===== src/rtl/ik_iter_ctrl.sv =====
// Iteration controller for the ik_swift DLS step core: runs repeated solver
// passes, feeds each pass's joint vector back, and stops on convergence, limit or abort.
module ik_iter_ctrl #(
  parameter int unsigned JOINTS  = 6,
  parameter int unsigned DW      = 21,
  parameter int unsigned DELTA_W = 36,
  parameter int unsigned IW      = 8
) (
  input  logic                        clk,
  input  logic                        rst_n,
  input  logic                        start,
  input  logic                        abort,
  input  logic [JOINTS*DW-1:0]        init_dh,
  input  logic [IW-1:0]               max_iter,
  input  logic [DW-2:0]               tol,
  output logic                        busy,
  output logic                        done,
  output logic                        converged,
  output logic [IW-1:0]               iter_count,
  output logic [JOINTS*DW-1:0]        dh_result,
  output logic                        core_rst,
  output logic                        core_en,
  output logic [JOINTS*DW-1:0]        core_dh_in,
  input  logic                        core_done,
  input  logic [JOINTS*DW-1:0]        core_dh_out,
  input  logic [JOINTS*DELTA_W-1:0]   core_delta
);

  localparam int unsigned VW = JOINTS * DW;
  localparam int unsigned TW = DW - 1;
  localparam int unsigned HW = DELTA_W - DW;

  typedef enum logic [2:0] {
    S_IDLE,
    S_CLR,
    S_RUN,
    S_CHECK,
    S_FINISH
  } state_e;

  state_e        state_q, state_d;
  logic [VW-1:0] dh_q, dh_d;
  logic [VW-1:0] cap_q, cap_d;
  logic [IW-1:0] iter_q, iter_d;
  logic [IW-1:0] lim_q, lim_d;
  logic [TW-1:0] tol_q, tol_d;
  logic          within_q, within_d;
  logic          conv_q, conv_d;
  logic          busy_q, busy_d;
  logic          done_q, done_d;
  logic          all_within;
  logic          unused_delta_hi;
  logic [IW-1:0] iter_inc;

  // Two's-complement magnitude kept DW bits wide, so the most negative code stays out of range.
  function automatic logic [DW-1:0] abs_dw(input logic [DW-1:0] x);
    return x[DW-1] ? ((~x) + DW'(1)) : x;
  endfunction

  always_comb begin
    all_within      = 1'b1;
    unused_delta_hi = 1'b0;
    for (int j = 0; j < int'(JOINTS); j++) begin
      if (abs_dw(core_delta[j*DELTA_W +: DW]) > {1'b0, tol_q}) all_within = 1'b0;
      unused_delta_hi = unused_delta_hi ^ (^core_delta[j*DELTA_W+DW +: HW]);
    end
  end

  assign iter_inc = iter_q + IW'(1);

  // Next-state and register update decode.
  always_comb begin
    state_d  = state_q;
    dh_d     = dh_q;
    cap_d    = cap_q;
    iter_d   = iter_q;
    lim_d    = lim_q;
    tol_d    = tol_q;
    within_d = within_q;
    conv_d   = conv_q;
    case (state_q)
      S_IDLE: begin
        if (start) begin
          dh_d    = init_dh;
          lim_d   = (max_iter == '0) ? IW'(1) : max_iter;
          tol_d   = tol;
          iter_d  = '0;
          conv_d  = 1'b0;
          state_d = S_CLR;
        end
      end
      S_CLR: begin
        if (abort) begin
          conv_d  = 1'b0;
          state_d = S_FINISH;
        end else begin
          state_d = S_RUN;
        end
      end
      S_RUN: begin
        if (abort) begin
          conv_d  = 1'b0;
          state_d = S_FINISH;
        end else if (core_done) begin
          cap_d    = core_dh_out;
          within_d = all_within;
          state_d  = S_CHECK;
        end
      end
      S_CHECK: begin
        if (abort) begin
          conv_d  = 1'b0;
          state_d = S_FINISH;
        end else begin
          dh_d   = cap_q;
          iter_d = iter_inc;
          if (within_q) begin
            conv_d  = 1'b1;
            state_d = S_FINISH;
          end else if (iter_inc == lim_q) begin
            conv_d  = 1'b0;
            state_d = S_FINISH;
          end else begin
            state_d = S_CLR;
          end
        end
      end
      S_FINISH: state_d = S_IDLE;
      default:  state_d = S_IDLE;
    endcase
    busy_d = (state_d != S_IDLE);
    done_d = (state_d == S_FINISH);
  end

  always_ff @(posedge clk) begin
    if (!rst_n) begin
      state_q  <= S_IDLE;
      dh_q     <= '0;
      cap_q    <= '0;
      iter_q   <= '0;
      lim_q    <= '0;
      tol_q    <= '0;
      within_q <= 1'b0;
      conv_q   <= 1'b0;
      busy_q   <= 1'b0;
      done_q   <= 1'b0;
    end else begin
      state_q  <= state_d;
      dh_q     <= dh_d;
      cap_q    <= cap_d;
      iter_q   <= iter_d;
      lim_q    <= lim_d;
      tol_q    <= tol_d;
      within_q <= within_d;
      conv_q   <= conv_d;
      busy_q   <= busy_d;
      done_q   <= done_d;
    end
  end

  // Core handshake is decoded so the core sees reset for the whole CLR cycle and during rst_n.
  assign core_rst   = ~rst_n | (state_q == S_CLR);
  assign core_en    = rst_n & (state_q == S_RUN);
  assign core_dh_in = dh_q;

  assign busy       = busy_q;
  assign done       = done_q;
  assign converged  = conv_q;
  assign iter_count = iter_q;
  assign dh_result  = dh_q;

endmodule


===== config.mk =====
export PLATFORM = sky130hd
export DESIGN_NAME = ik_iter_ctrl
export DESIGN_NICKNAME = d
export VERILOG_FILES = /design/src/rtl/ik_iter_ctrl.sv
export SDC_FILE = /design/constraint.sdc
export NUM_CORES = 1
export LEC_CHECK = 0
export CAP_MARGIN = 30
export CORE_AREA = 2 2 294 296
export DETAILED_ROUTE_END_ITERATION = 8
export DIE_AREA = 0 0 296 298
export PLACE_DENSITY = 0.54
export SYNTH_ARGS = -nofsm -noshare
export SYNTH_HDL_FRONTEND = slang
export SYNTH_SLANG_ARGS = --single-unit

===== constraint.sdc =====
create_clock -name clk -period 5.14 [get_ports clk]
set_clock_uncertainty 0.15 [all_clocks]
set_input_delay 1.028 -clock clk [delete_from_list [all_inputs] [get_ports clk]]
set_output_delay 1.028 -clock clk [all_outputs]
set_load 0.02 [all_outputs]

==> metrics.md, run 1 <==
| Metric | Value |
|---|---|
| Final-report hold violation count | 0 |
| Bufs on Longest Clock Path | 3 |
| Synth warn | 0 |
| Netlist cell types | 62 |
| Vias in the first global route | between 15k and 20k |
| Run status | finished clean |
| WL final | 72600 um |
| Syn Area/Cell | 8.47 um^2 |
| Hold Slack | between 0.3 and 0.4 ns |
| Cell with the most instances after synthesis | nand2_1 |
| Critical path class | input port to flop |
| Area grow syn2layout | 48.1% |
| Nets | 3320 |
| Pwr Density | about 270 mW/mm^2 |
| Io pins | between 700 and 800 |
| Post-CTS Setup Inserts | 0 |
| Count of pins over their slew limit | 0 |
| Worst Path Required | 5.43 ns |
| Core Region | 0.0849 mm^2 |
| Routed Antenna Nets | 0 |
| Via/cell ratio | 4.42 |
| Post-Syn Nets | between 2k and 3k |
| Htree depth | 2 |
| Hold buffers post-CTS | 0 |
| Endpoints failing setup | 0 |
| Placed Area | 0.0257 mm^2 |
| Syn Std Cell Area | between 0.015 and 0.02 mm^2 |
| Filler instances | 9057 |
| Hold-critical path depth | 2 |
| R2R cell count | 10 |
| Clock slew at reported path FFs | around 0.060 ns |
| Initial DRT Pass Iterations | 5 |
| Worst Hold Class | flop to flop |
| Die height | 298 um |
| Peak VDD IR | a little under 0.2 mV |
| CP Data Arrival Time | 5.11 ns |
| Post-Syn Instances | 2162 |
| GP Congestion | about 0.87 |
| Die width | slightly below 300 um |
| Worst skew pair latency | around 0.55 ns |
| Max cap viols | 0 |
| Iter 0 DRT Violations | 838 |
| Initial antenna violation count | 19 |
| Vias | 17.1k |
| #FFs+latches synth | 295 |
| Clock sinks | 295 |
| Synth top cells by count | nand2_1, dfxtp_1, a21boi_0 |
| PortBufs | a little under 700 |
| Cell row count | 107 |
| Num CTS Buffers | 38 |
| Crit-path max FO | 3 |
| Layout cells sized above 1 | between 5 and 6% |
| Synth area leader | dfxtp_1 |
| Startpoint types | input port |
| Setup crit end kind | flop |
| Fin crit period | 4.81 ns |
| DP HPWL | about 55000 um |
| Post_cts resized | 0 |
| Count of flip-flops with a built-in enable after synthesis | 0 |
| Tot GR Track Use | between 10% and 20% |
| Sequential share of the synthesized area | 32.3% |
| Clock root buffer | clkbuf_16 |
| DRC | 0 |
| Leak | ~12 nW |
| Setup_tns | 0 ns |
| Die area | 0.0882 mm^2 |
| Top cell type's share of synthesized area | about a third |
| First-pass GRT wire length | between 100000 and 150000 um |
| Top post-synthesis cells by area | dfxtp_1, nand2_1, ha_1, mux2i_1, o211a_1 |
| Synth async-reset ratio | 0% |
| Initial Util | approximately 22% |
| Wire per inst | 18.7 um |
| Gr ovfl total | 0 |
| Maximum number of pins on one net before global-route repair | 127 |
| Worst slew pin tran | 0.896 ns |
| Part of the cycle the worst path needs | between 90% and 100% |
| FMAX | approximately 0.21 GHz |
| Post-synth top flop | dfxtp_1 |
| Worst slew margin relative to its limit | 40.3% |
| RSZ-0062 raised after global routing | no |
| Design area | 0.0271 mm^2 |
| CTS tree | yes |
## placed cells by master, fill, tap and decap left out, types with 38 or more instances in the layout
cell type and count:
inv_1 39, o211a_1 126, xnor2_1 107, dfxtp_1 295
clkbuf_16 38, buf_4 57, a21boi_0 154, ha_1 127
o21ai_0 63, nand2_1 503, mux2i_1 126, clkdlybuf4s50_1 674
a21oi_1 55
## critical path, cell delays in order
cell and delay, ns:
clkdlybuf4s50_1 0.43, or4_1 0.55, or3_1 0.36, or3_1 0.37, o31ai_1 0.26, xnor2_1 0.17, ha_1 0.26, a2111oi_0 0.46
o21a_1 0.19, o211ai_1 0.11, a2111oi_2 0.42, buf_4 0.18, o221ai_1 0.11, o31ai_1 0.20
## final timing paths
path         slack, ns                      to                   start
min               0.31  cap_q[68]$_SDFFE_PN0P_  cap_q[68]$_SDFFE_PN0P_
max reg2reg       1.98   within_q$_SDFFE_PN0P_   tol_q[7]$_SDFFE_PN0P_
max               0.33   within_q$_SDFFE_PN0P_         core_delta[190]
min reg2reg       0.31  cap_q[68]$_SDFFE_PN0P_  cap_q[68]$_SDFFE_PN0P_
## logic make-up after synthesis
family	count (synthesis)	share of synthesized area (%)
adders and majority gates	127	8.68
DFF	295	32.3
and+or+nand+nor	703	17.0
buffers and inverters	291	8.58
AOI/OAI and AO/OA	499	20.8
muxes	126	6.89
xor gates and xnor gates	121	5.79
## metrics by stage
stage                     setup WS (ns)  power (mW)  instances  util (%)
after floorplan                   0.702        3.66       2162         -
after global placement           -0.439        4.58       3793      30.2
after detailed placement         -0.360        4.59       3794      30.2
after CTS                         0.168        7.55       3863      31.8
after global routing             0.0512        7.82       3869      31.9
final                             0.326        7.42       3875      31.9
## power breakdown
part	total [mW]	internal [mW]	switching, mW
combinational	2.00	1.02	0.971
sequential	2.55	2.42	0.131
clock	2.87	1.74	1.14
## state kept, by name, indices dropped and copies added, names as in the netlist, 3 cells and up
register and flops:
cap_q 126, core_dh_in 126, iter_count 8, lim_q 8, state_q 3, tol_q 20
## per-layer routing
metal / vias up / wire length [um] / share of wire (%) / GRT usage (%)
met5: - / 148 / 0.20 / 0
met3: 105 / 5580 / 7.7 / 4.15
li1: 8525 / - / - / -
met2: 519 / 34800 / 48 / 27.2
met4: 22 / 1490 / 2.0 / 4.00
met1: 7961 / 30600 / 42 / 19.7
## final cells by class
cell class                 count  area, um^2  share of cell area (%)
clock buffer                  56        1120                    4.13
multi-input combinational   1576       10900                    40.0
clock inverter                13         241                   0.891
antenna                       10        25.0                  0.0923
timing repair buffer         741        7390                    27.3
tap                         1144        1430                    5.28
inverter                      40         150                   0.554
sequential                   295        5910                    21.8
Note: power is estimated with default switching activity, not from simulation.
==> run 2, diff against run 1 <==
--- a/config.mk
+++ b/config.mk
@@ -9,6 +9,7 @@
 export CORE_AREA = 2 2 294 296
 export DETAILED_ROUTE_END_ITERATION = 8
 export DIE_AREA = 0 0 296 298
+export MAX_ROUTING_LAYER = met4
 export PLACE_DENSITY = 0.54
 export SYNTH_ARGS = -nofsm -noshare
 export SYNTH_HDL_FRONTEND = slang
==> run 2 against run 1 <==
Net effect: global-route usage grew 0.47 points; register-to-register slack about the same; total power about the same; clock power about the same; highest routed layer is now met4.
==> metrics.md, run 2 (same netlist as run 1, synthesis figures left out) <==
| Metric | Value |
|---|---|
| Global route hottest layer | met2 |
| Fin crit period | 4.77 ns (-0.0484 ns) |
| Die area | 0.0882 mm^2 (unchanged) |
| Critical path class | input port to flop |
| Crit-path cells | clkdlybuf4s50_1, or4_1, or3_1, or3_1, o31ai_1, xnor2_1, ha_1, a2111oi_0, o21a_1, o211ai_1, a2111oi_2, buf_4, o221ai_1, o31ai_1 |
| DP HPWL | 54500 um (unchanged) |
| Post-CTS Setup Inserts | 0 (unchanged) |
| Nets | 3320 (unchanged) |
| Leak | 11.6 nW (unchanged) |
| Iter 0 DRT Violations | 797 (-4.9%) |
| Part of the cycle the worst path needs | 92.7% (-0.94 points) |
| Die height | 298 um (unchanged) |
| Wire per inst | 18.7 um (-0.16%) |
| Initial Util | 21.6% (unchanged) |
| Clock root buffer | clkbuf_16 |
| Max cap viols | 0 (unchanged) |
| CP Data Arrival Time | 5.06 ns (-0.05 ns) |
| Delay-heaviest family, CP | compound AO/OA/AOI/OAI gates |
| Worst slew pin tran | 0.901 ns (+0.00493 ns) |
| Maximum number of pins on one net before global-route repair | 127 (unchanged) |
| Worst Path Buf+Inv | 2 (unchanged) |
| Worst slew margin relative to its limit | 39.9% (-0.33 points) |
| Routed Antenna Nets | 0 (unchanged) |
| Most frequent cells in the layout | clkdlybuf4s50_1, nand2_1, dfxtp_1 |
| Worst skew pair latency | 0.55 ns (about the same) |
| Via/cell ratio | 4.42 (-0.12%) |
| Initial DRT Pass Iterations | 5 (unchanged) |
| Tot GR Track Use | 16.4% (+0.47 points) |
| Initial antenna violation count | 16 (-3) |
| DRC | 0 (unchanged) |
| Startpoint types | input port |
| PortBufs | 675 (unchanged) |
| Endpoints failing setup | 0 (unchanged) |
| WL final | 72600 um (about the same) |
| Run status | finished clean |
| Htree depth | 2 (unchanged) |
| Worst Path Required | 5.43 ns (about the same) |
| Setup crit end kind | flop |
| Cell row count | 107 (unchanged) |
| First-pass GRT wire length | 107000 um (+0.32%) |
| RSZ-0062 raised after global routing | no |
| Die width | 296 um (unchanged) |
| Pwr Density | 273 mW/mm^2 (-0.11%) |
| Slowest CP cell | or4_1 |
| CTS tree | yes |
| Met3 usage | 3.82% (-0.33 points) |
| Max incr delay on CP | 0.55 ns (about the same) |
| Core Region | 0.0849 mm^2 (unchanged) |
| Io pins | 766 (unchanged) |
| Bufs on Longest Clock Path | 3 (unchanged) |
| GP Congestion | 0.885 (+1.7%) |
| Most common cell after layout, fill and taps aside | clkdlybuf4s50_1 |
| Clock slew at reported path FFs | 0.06 ns (about the same) |
| Met2 Use GR | 27.5% (+0.29 points) |
| Worst Hold Class | flop to flop |
| Hold Slack | 0.310 ns (-0.000513 ns) |
| Peak VDD IR | 0.197 mV (-0.15%) |
| Count of pins over their slew limit | 0 (unchanged) |
| Layout cells sized above 1 | 5.81% (unchanged) |
| Placed Area | 0.0257 mm^2 (unchanged) |
| DP Cell Count | 3794 (unchanged) |
| Area grow syn2layout | 48.2% (about the same) |
| FMAX | 0.210 GHz (+1.0%) |
| Layout Cells excl Fill | 3884 (+0.23%) |
| Crit-path max FO | 3 (unchanged) |
| Clock sinks | 295 (unchanged) |
| GR Util met1 | 20.0% (+0.27 points) |
| Vias in the first global route | 17.0k (+0.19%) |
| Gr ovfl total | 0 (unchanged) |
| Final-report hold violation count | 0 (unchanged) |
| Num CTS Buffers | 38 (unchanged) |
| Setup_tns | 0 ns (unchanged) |
| Final total power | 7.42 mW (about the same) |
| Vias | 17.2k (+0.11%) |
| Design area | 0.0271 mm^2 (about the same) |
[run 2: power by group]
group | switching, mW | internal (mW)
clock network | 1.14 | 1.74
logic | 0.971 | 1.02
registers | 0.131 | 2.42
[run 2: stage by stage]
step / worst slack, ns / utilization [%]
floorplan: 0.702 / -
global placement: -0.439 / 30.2
detailed placement: -0.360 / 30.2
CTS: 0.168 / 31.8
global route: 0.0515 / 32.0
finish: 0.374 / 32.0
[run 2: final timing paths]
check / from / to / slack [ns] / cells after the start
setup / recovery: core_delta[190] / within_q$_SDFFE_PN0P_ / 0.37 / 14
hold / removal: cap_q[68]$_SDFFE_PN0P_ / cap_q[68]$_SDFFE_PN0P_ / 0.31 / 2
setup reg to reg: tol_q[7]$_SDFFE_PN0P_ / within_q$_SDFFE_PN0P_ / 1.99 / 10
hold reg to reg: cap_q[68]$_SDFFE_PN0P_ / cap_q[68]$_SDFFE_PN0P_ / 0.31 / 2
[run 2: per-layer routing]
metal | share of wire [%] | vias up
met2 | 48 | 480
li1 | - | 8547
met3 | 6.8 | 74
met1 | 44 | 8050
met5 | 0 | -
met4 | 1.6 | 0
[run 2: area by class of cell]
cell class / count / area [um^2]
Antenna cell: 19 / 47.5
Clock buffer: 56 / 1120
Clock inverter: 13 / 241
Fill cell: 9049 / 57700
Inverter: 40 / 150
Multi-Input combinational cell: 1576 / 10900
Sequential cell: 295 / 5910
Tap cell: 1144 / 1430
Timing Repair Buffer: 741 / 7390
[run 2: timing repair]
item,CTS,global route
setup endpoints to repair,0,1
hold buffers,0,0
resized for setup,0,2
[run 2: worst register-to-register path: cells and delay by family, from the launching register on]
kind,cells,cell delay [ns]
AOI/OAI and AO/OA,3,0.73
buffers and inverters,2,0.44
adders and majority gates,1,0.44
DFF,1,0.33
and+or+nand+nor,4,0.98
==> run 3, diff against run 2 <==
==> constraint.sdc (replaced) <==
create_clock -name clk -period 4.6 [get_ports clk]
set_clock_uncertainty 0.15 [all_clocks]
set_input_delay 0.92 -clock clk [delete_from_list [all_inputs] [get_ports clk]]
set_output_delay 0.92 -clock clk [all_outputs]
set_load 0.02 [all_outputs]
==> run 3 against run 2 <==
Net effect: total power is 9.9% higher; register-to-register slack worse by 0.39 ns; count of clock-buffer cells in the layout is 1 lower; sequential share of layout area is 0.34 points lower; combinational power is 14% higher; utilization is 0.51 points higher; critical path depth is 2 higher; global-route usage hardly changed; clock power is 5% higher; via count is 0.79% higher; sequential cell count stayed put; critical endpoint unchanged; worst setup slack worse by 0.20 ns.
==> metrics.md, run 3 (same netlist as run 1, synthesis figures left out) <==
| Metric | Value |
|---|---|
| Routed Antenna Nets | 0 (unchanged) |
| Clock root buffer | clkbuf_16 |
| Initial Util | 21.6% (unchanged) |
| Final worst slack | 0.177 ns (-0.198 ns) |
| Crit-path cells | clkdlybuf4s50_1, inv_1, ha_1, or3b_2, or4_4, or2_2, o21ai_1, xnor2_1, ha_1, and4_1, and3_1, o21ai_0, o32ai_2, nor3_2, o221ai_2, o31ai_1 |
| Gr ovfl total | 0 (unchanged) |
| Setup crit end kind | flop |
| Worst Hold Class | flop to flop |
| Clk network pwr share | 37.0% (-1.7 points) |
| Most common cell after layout, fill and taps aside | clkdlybuf4s50_1 |
| Most frequent cell on the critical path | ha_1 |
| Most frequent cells in the layout | clkdlybuf4s50_1, nand2_1, dfxtp_1 |
| Part of the cycle the worst path needs | between 90% and 100% |
| FF+latch area | 0.00591 mm^2 (unchanged) |
| Vias in the first global route | 17.3k (+1.6%) |
| Fin crit period | 4.42 ns |
| R2R cell count | 6 (-4) |
| WL final | 72700 um (about the same) |
| Hold buffers post-CTS | 0 (unchanged) |
| Wire per inst | 18.5 um (-1.2%) |
| Area grow syn2layout | 50.6% |
| Nets | 3372 (+1.6%) |
| Max cap viols | 0 (unchanged) |
| Core Region | 0.0849 mm^2 (unchanged) |
| Die area | 0.0882 mm^2 (unchanged) |
| Crit-path max FO | 3 (unchanged) |
| Die width | 296 um (unchanged) |
| Sequential share of power | 34.9% (+0.6 points) |
| Switching Power | 2.51 mW (+12%) |
| Worst slew pin tran | 0.963 ns (+0.0617 ns) |
| GP Congestion | 0.893 (+0.88%) |
| Layout cells sized above 1 | 8.26% (+2.4 points) |
| Worst hold start | cap_q[69]$_SDFFE_PN0P_ |
| DP Worst Slack | -0.727 ns (-0.367 ns) |
| Worst Hold End | cap_q[69]$_SDFFE_PN0P_ |
| Leak | 11.9 nW (+2.2%) |
| FMAX | about 0.23 GHz |
| Iter 0 DRT Violations | 870 (+9.2%) |
| Layout Cells excl Fill | 3935 (+1.3%) |
| Startpoint types | input port |
| Final total power | 8.15 mW (+9.9%) |
| CP Data Arrival Time | 4.73 ns (-0.33 ns) |
| Slowest CP cell | or4_4 |
| Clock sinks | 295 (unchanged) |
| Clock slew at reported path FFs | 0.06 ns (about the same) |
| Worst slew margin relative to its limit | 35.8% (-4.1 points) |
| DP Cell Count | 3848 (+1.4%) |
| DP HPWL | 54800 um (+0.43%) |
| Net Sw Frac | 30.7% (+0.57 points) |
| Multi-input gate area | 0.0110 mm^2 (+1.2%) |
| Via/cell ratio | 4.39 (-0.51%) |
| Run status | finished clean |
| Critical path class | input port to flop |
| Initial DRT Pass Iterations | 5 (unchanged) |
| Initial antenna violation count | 17 (+1) |
| Worst skew pair latency | 0.55 ns (about the same) |
| R2R Path End | core_dh_in[49]$_SDFFE_PN0P_ |
| PortBufs | 675 (unchanged) |
| Vias | 17.3k (+0.79%) |
| CTS tree | yes |
| Num CTS Buffers | 38 (unchanged) |
| Filler instances | 9049 (unchanged) |
| First-pass GRT wire length | 107000 um (+0.45%) |
| Max incr delay on CP | 0.51 ns (-0.04 ns) |
| Design area | 0.0276 mm^2 (+1.6%) |
| Pwr Density | 296 mW/mm^2 (+8.2%) |
| Internal | 5.65 mW (+9.0%) |
| Endpoints failing setup | 0 (unchanged) |
| Final-report hold violation count | 0 (unchanged) |
| Placed Area | 0.0261 mm^2 (+1.6%) |
| DRC | 0 (unchanged) |
| Bufs on Longest Clock Path | 3 (unchanged) |
| Maximum number of pins on one net before global-route repair | 127 (unchanged) |
| Reg2Reg Setup Slack | 1.60 ns (-0.39 ns) |
| Combinational Power Share | 28.0% (+1.1 points) |
| Io pins | 766 (unchanged) |
| Hold-critical path depth | 2 (unchanged) |
| Die height | 298 um (unchanged) |
| Worst Path Required | 4.90 ns (-0.53 ns) |
| Count of pins over their slew limit | 0 (unchanged) |
| Post-CTS Setup Inserts | 0 (unchanged) |
| Tot GR Track Use | 16.4% (about the same) |
| Cell row count | 107 (unchanged) |
| Peak VDD IR | 0.205 mV (+4.0%) |
| Htree depth | 2 (unchanged) |
| Reg2Reg Launch Point | state_q[1]$_SDFF_PN0_ |
| Core Util, Final | 32.5% (+0.51 points) |
==> run 3: changes by cell type in the layout (fill, tap and decap cells not counted), moves of 4 or more <==
cell | previous run | this run
dlymetal6s2s_1 | 0 | 4
clkinvlp_4 | 0 | 4
clkdlybuf4s50_1 | 674 | 670
buf_4 | 57 | 109
o31ai_1 | 29 | 25
==> run 3: through the flow <==
step           setup TNS, ns  hold WS (ns)
6_report                   0         0.311
3_3_place_gp          -0.815         0.300
4_1_cts                    0         0.315
2_1_floorplan              0         0.293
5_1_grt              -0.0241         0.323
3_5_place_dp          -0.727         0.306
==> run 3: how the worst max path moves through the flow <==
| stage | from | to | slack, ns | cells after the start |
|---|---|---|---|---|
| final | core_delta[144] | within_q$_SDFFE_PN0P_ | 0.18 | 16 |
| after detailed placement | core_delta[190] | within_q$_SDFFE_PN0P_ | -0.73 | 14 |
| after CTS | core_delta[190] | within_q$_SDFFE_PN0P_ | 0.01 | 14 |
| after floorplan | core_delta[190] | within_q$_SDFFE_PN0P_ | 0.27 | 12 |
| after global placement | core_delta[190] | within_q$_SDFFE_PN0P_ | -0.82 | 14 |
| after global routing | core_delta[145] | within_q$_SDFFE_PN0P_ | -0.02 | 16 |
==> run 3: layout make-up <==
type | count | area share [%]
Multi-Input combinational cell | 1576 | 39.8
Timing Repair Buffer | 793 | 28.2
Sequential cell | 295 | 21.4
Tap cell | 1144 | 5.19
Clock buffer | 55 | 4.01
Clock inverter | 15 | 0.676
Inverter | 40 | 0.544
Antenna cell | 17 | 0.154
==> run 3: critical path, delay by kind of cell <==
| family | cells | cell delay (ns) |
|---|---|---|
| simple gates | 6 | 1.95 |
| compound gates | 5 | 0.78 |
| buf+inv | 2 | 0.50 |
| fa+ha+maj | 2 | 0.45 |
| xor+xnor | 1 | 0.15 |
==> run 3: timing repair <==
item                                    4_1_cts  5_1_grt
endpoints found under the hold margin         0        0
pin swaps                                     0       12
endpoints found under the setup margin        1        1
resized for setup                             4       27
==> run 3: power by group through the flow <==
stage               Combinational (mW)  Clock, mW  Sequential (mW)
CTS                               2.28       3.15             2.85
global route                      2.49       3.24             2.87
detailed placement                2.26          0             2.90
finish                            2.29       3.02             2.85
global placement                  2.26          0             2.90
floorplan                         1.11          0             2.98
==> run 3: per-layer routing <==
| metal | share of wire (%) | track usage (%) |
|---|---|---|
| met4 | 1.6 | 3.35 |
| met5 | 0 | - |
| met1 | 44 | 20.0 |
| met3 | 5.7 | 3.27 |
| met2 | 49 | 27.8 |
